### src/rtl/uart_hex_formatter_pkg.sv
// uart_hex_formatter_pkg: shared states, ASCII constants and nibble-to-hex conversion
package uart_hex_formatter_pkg;
  typedef enum logic [1:0] {S_IDLE, S_FETCH, S_SEND} state_t;
  localparam logic [7:0] ASCII_0 = "0";
  localparam logic [7:0] ASCII_UA = "A";
  localparam logic [7:0] ASCII_LA = "a";
  function automatic logic [7:0] hex2ascii(input logic [3:0] nibble, input logic uppercase);
    logic [7:0] v;
    v = {4'h0, nibble};
    return (v < 8'd10) ? ASCII_0 + v : (uppercase ? ASCII_UA : ASCII_LA) + v - 8'd10;
  endfunction
endpackage

### src/rtl/uart_hex_formatter_rom.sv
// hex_format_rom: format string as a byte ROM with registered read, index 0 = leftmost character
module hex_format_rom
  import uart_hex_formatter_pkg::*;
#(
  parameter int STR_LEN = 12,
  parameter int AW = 4,
  parameter logic [8*STR_LEN-1:0] FORMAT_STRING = "Btn \1 Sw \2\r\n"
) (
  input  logic          clk,
  input  logic [AW-1:0] addr,
  output logic [7:0]    data
);
  logic [7:0] mem [2**AW];
  for (genvar i = 0; i < 2**AW; i++) begin : g_mem
    if (i < STR_LEN) begin : g_used
      assign mem[i] = FORMAT_STRING[8*(STR_LEN-1-i) +: 8];
    end else begin : g_pad
      assign mem[i] = 8'h00;
    end
  end
  always_ff @(posedge clk) data <= mem[addr];
endmodule

### src/rtl/uart_hex_formatter.sv
// uart_hex_formatter: walks a format string, expanding slot-marker bytes into hex digits of snapshotted din
module uart_hex_formatter
  import uart_hex_formatter_pkg::*;
#(
  parameter int NUM_SLOTS = 2,
  parameter int DIGITS_PER_SLOT = 2,
  parameter int STR_LEN = 12,
  parameter logic [8*STR_LEN-1:0] FORMAT_STRING = "Btn \1 Sw \2\r\n",
  parameter bit UPPERCASE = 1'b1
) (
  input  logic                                   clk,
  input  logic                                   rst,
  input  logic                                   start,
  input  logic [4*DIGITS_PER_SLOT*NUM_SLOTS-1:0] din,
  output logic [7:0]                             out_data,
  output logic                                   out_valid,
  input  logic                                   out_ready,
  output logic                                   busy,
  output logic                                   done
);
  localparam int D = DIGITS_PER_SLOT;
  localparam int DW = D > 1 ? $clog2(D) : 1;
  localparam int SW = NUM_SLOTS > 1 ? $clog2(NUM_SLOTS) : 1;
  localparam int IW = STR_LEN > 1 ? $clog2(STR_LEN) : 1;
  localparam int DINW = 4*D*NUM_SLOTS;
  state_t state, state_n;
  logic [IW-1:0] idx, idx_n;
  logic [SW-1:0] slot, slot_n;
  logic [DW-1:0] dig, dig_n;
  logic [DINW-1:0] snap, snap_n;
  logic [7:0] rom_data, data_n;
  logic ph, ph_n, done_n, is_ph, load_hex, load_lit;
  hex_format_rom #(.STR_LEN(STR_LEN), .AW(IW), .FORMAT_STRING(FORMAT_STRING)) u_rom (
    .clk(clk), .addr(idx_n), .data(rom_data)
  );
  assign is_ph = rom_data != 8'h00 && rom_data <= 8'(NUM_SLOTS);
  assign out_valid = state == S_SEND;
  assign busy = state != S_IDLE;
  always_comb begin
    state_n = state;
    idx_n = idx;
    slot_n = slot;
    dig_n = dig;
    ph_n = ph;
    snap_n = snap;
    done_n = 1'b0;
    load_hex = 1'b0;
    load_lit = 1'b0;
    case (state)
      S_IDLE: if (start) begin
        snap_n = din;
        idx_n = '0;
        state_n = S_FETCH;
      end
      S_FETCH: begin
        state_n = S_SEND;
        ph_n = is_ph;
        slot_n = is_ph ? SW'(rom_data - 8'd1) : slot;
        dig_n = is_ph ? DW'(D-1) : dig;
        load_hex = is_ph;
        load_lit = !is_ph;
      end
      S_SEND: if (out_ready) begin
        if (ph && dig != '0) begin
          dig_n = dig - 1'b1;
          load_hex = 1'b1;
        end else if (idx == IW'(STR_LEN-1)) begin
          state_n = S_IDLE;
          done_n = 1'b1;
        end else begin
          idx_n = idx + 1'b1;
          state_n = S_FETCH;
        end
      end
      default: state_n = S_IDLE;
    endcase
    data_n = load_hex ? hex2ascii(snap[4*(int'(slot_n)*D + int'(dig_n)) +: 4], UPPERCASE)
           : load_lit ? rom_data : out_data;
  end
  always_ff @(posedge clk) begin
    if (rst) begin
      state <= S_IDLE;
      idx <= '0;
      slot <= '0;
      dig <= '0;
      ph <= 1'b0;
      snap <= '0;
      out_data <= 8'h00;
      done <= 1'b0;
    end else begin
      state <= state_n;
      idx <= idx_n;
      slot <= slot_n;
      dig <= dig_n;
      ph <= ph_n;
      snap <= snap_n;
      out_data <= data_n;
      done <= done_n;
    end
  end
endmodule

### config.mk
export PLATFORM = sky130hd
export DESIGN_NAME = uart_hex_formatter
export DESIGN_NICKNAME = d
export VERILOG_FILES = /design/src/rtl/uart_hex_formatter_pkg.sv /design/src/rtl/uart_hex_formatter_rom.sv /design/src/rtl/uart_hex_formatter.sv
export SDC_FILE = /design/constraint.sdc
export NUM_CORES = 1
export LEC_CHECK = 0
export BUFFER_PORTS_ARGS = -buffer_cell sky130_fd_sc_hd__buf_2
export CAP_MARGIN = 20
export CORE_MARGIN = 2
export CORE_UTILIZATION = 57
export DETAILED_ROUTE_END_ITERATION = 7
export PLACE_DENSITY = 0.89
export SLEW_MARGIN = 20
export SYNTH_ARGS = -nofsm -noshare
export SYNTH_HDL_FRONTEND = slang
export SYNTH_HIERARCHICAL = 1
export SYNTH_SLANG_ARGS = --single-unit
### constraint.sdc
create_clock -name clk -period 2.7 [get_ports clk]
set_clock_uncertainty 0.05 [all_clocks]
set_input_delay 0.27 -clock clk [delete_from_list [all_inputs] [get_ports clk]]
set_output_delay 0.27 -clock clk [all_outputs]
set_load 0.005 [all_outputs]
==> results by group <==
Routing
  • Post-DRT Antenna Nets: 0
  • DRT iter0 DRCs: 128
  • DRC errors left: 0
  • Met2 WL post-DR: 2129 um
  • Avg WL per Cell: 13.49 um
  • DRT met1 WL: 2086 um
  • DR top layer: met4
  • Routed wl met3: 161 um
  • First drt pass iteration count: 4
  • Via count: 1798
  • Drt total wl: 4452 um
  • Vias per cell: 5.448

STA
  • Final number of max-transition violations: 0
  • Hold_ws: 0.1461 ns
  • Slew @ Worst Pin: 0.9701 ns
  • Fmax: 402.3 MHz
  • Setup_tns: 0 ns
  • Min cycle time layout: 2.486 ns
  • Final Hold Viols: 0
  • Relative slew slack: 34.64%
  • RSZ-0062 raised after global routing: no
  • Fin crit share: 92.07%
  • Setup violators final: 0

Die
  • # IOs: 31
  • Die ar.: 4330 um^2
  • Die Ht: 65.80 um
  • Core ar.: 3661 um^2
  • Starting Density: 59.47%
  • Die Wd: 65.80 um
  • Row cnt: 22

Clocking
  • CTS hold repair buffers: 0
  • Setup bufs post-CTS: 0
  • Root buffer cell: clkbuf_8
  • Clk slew on worst S/H paths: 0.08 ns
  • Clock buffer count from CTS: 5
  • Worst skew pair latency: 0.30 ns
  • CTS H-Tree Depth: 2
  • PostCTS Resize Cnt: 0
  • Clk sink count: 41
  • Clock Path Buffers: 2
  • CTS tree: built

Synth
  • Most numerous cell in the Yosys netlist: nand2_1
  • Synth async-reset ratio: 0%
  • Ys flop type: dfxtp_1
  • Post-Synthesis Cell Area: 2177 um^2
  • Synth Instances: 248
  • Number of synthesized register bits: 41
  • Number of warnings issued by yosys: 6
  • Synth area leader: dfxtp_1
  • Share of the synthesized area in the top cell type: 37.70%
  • Sequential-to-total area share from yosys stat: 37.70%
  • Top cells by area, synth: dfxtp_1 38%, nand2_1 9.3%, ha_1 7.5%
  • Post-synthesis cell type count: 47
  • Number of enable flip-flop cells after synthesis: 0
  • Mapped Avg Cell Area: 8.779 um^2
  • Post-synth top cells: 54 x nand2_1, 41 x dfxtp_1, 27 x a21oi_1
  • Syn_nets: 281

Worst setup path
  • Critical path class: reg2reg
  • CP Launch Type: register
  • CP arrival: 2.64 ns
  • CP Max Fanout: 6
  • R2r startpoint: u_rom/data[3]
  • Worst Setup End Kind: register
  • CP required: 2.85 ns
  • R2r setup slk: 0.21 ns
  • Critical Path Start: u_rom/data[3]

Finish
  • Layout Nets: 314
  • Area Overhead vs Synth: 13.33%
  • Ant. Diodes: 0
  • Final Instance Area: 2467 um^2
  • Post-layout util: 67.40%
  • Share of cells above drive strength 1: 23.05%

Global route
  • GRT Total Usage: 22.44%
  • Global-route wire length before repair: 7389 um
  • Pin count of the biggest net entering global routing: 34
  • Initial antenna violation count: 0
  • Total gr overflow: 0
  • Vias in the first global route: 1629

Placed design
  • PortBufs: 30
  • GPL Wtd Cong: 0.7715
  • Cell Area, Placed: 2376 um^2
  • Dpl hpwl: 3224 um

Run
  • Max_cap viols: 0

Hold path
  • Min-Delay Path Class: in2reg
  • Min-delay src: din[1]

Power and ir drop
  • Pleak: 1.009 nW
  • VDD IR max: 0.4719 mV
  • Power Dens Cells: 697.3 nW/um^2

Outcome
  • Outcome: finished clean
-- placed cells by master (no fill, tap or decap), drive strengths merged, types with 2 or more instances in the layout --
| master | n |
|---|---|
| nand2 | 54 |
| inv | 9 |
| o21ai | 12 |
| a21o | 3 |
| and2 | 2 |
| a311oi | 2 |
| nand3 | 2 |
| ha | 13 |
| mux2i | 16 |
| a31o | 4 |
| nand3b | 2 |
| xor2 | 3 |
| clkbuf | 5 |
| a211oi | 2 |
| nor2b | 7 |
| mux2 | 4 |
| clkinv | 2 |
| a31oi | 2 |
| a21oi | 27 |
| dfxtp | 41 |
| buf | 36 |
| nand4 | 5 |
| nor2 | 13 |
-- sequential cells by signal, indices dropped and copies added, names as in the netlist --
name        flops
snap           16
dig             1
idx             4
done            1
out_data        8
u_rom/data      7
slot            1
ph              1
state           2
-- metrics by stage --
stage	cells	worst slack (ns)	power, mW
4_1_cts	330	0.1542	1.714
5_1_grt	330	0.01916	1.830
6_report	330	0.2142	1.721
2_1_floorplan	248	0.2414	1.168
3_5_place_dp	322	0.1670	1.325
3_3_place_gp	322	0.2509	1.305
-- cell type report --
class | count | area [um^2]
Clock inverter | 3 | 17.52
Timing Repair Buffer | 36 | 195.2
Inverter | 9 | 33.78
Clock buffer | 5 | 68.82
Sequential cell | 41 | 820.8
Tap cell | 48 | 60.06
Fill cell | 294 | 1194
Multi-Input combinational cell | 188 | 1271
-- cells by family (layout without fill, tap and decap cells) --
logic type,count (synthesis),in the layout,share of synthesized area (%)
muxes,20,20,9.770
other,1,1,0.1722
buffers and inverters,19,53,4.138
DFF,41,41,37.70
xor gates and xnor gates,3,3,1.207
AOI/OAI and AO/OA,59,59,18.51
and+or+nand+nor,92,92,21.03
adders and majority gates,13,13,7.471
-- layer usage --
metal	vias up	GRT usage, %
met4	0	8.594
met2	40	36.99
met5	-	0
met3	8	4.600
met1	824	28.76
li1	926	-
-- power breakdown --
| group | switching [mW] | leakage [nW] | internal, mW | total [mW] |
|---|---|---|---|---|
| Clock | 0.221 | 0.0439 | 0.178 | 0.400 |
| Combinational | 0.345 | 0.631 | 0.231 | 0.576 |
| Sequential | 0.0596 | 0.334 | 0.685 | 0.745 |
-- worst max-delay path, cell delays in order, from the launching register on --
cell     delay [ns]
dfxtp_1        0.33
nor4_4         0.44
nand4_1        0.28
o21ai_4        0.30
mux2_2         0.42
ha_1           0.28
nand2_1        0.05
a31o_2         0.24
-- worst paths after layout --
path,endpoint,cells past startpoint
max reg2reg,out_data[1],7
min,snap[1],3
min reg2reg,out_data[7],2
max,out_data[1],7
Power figures use the tool's default switching activity.
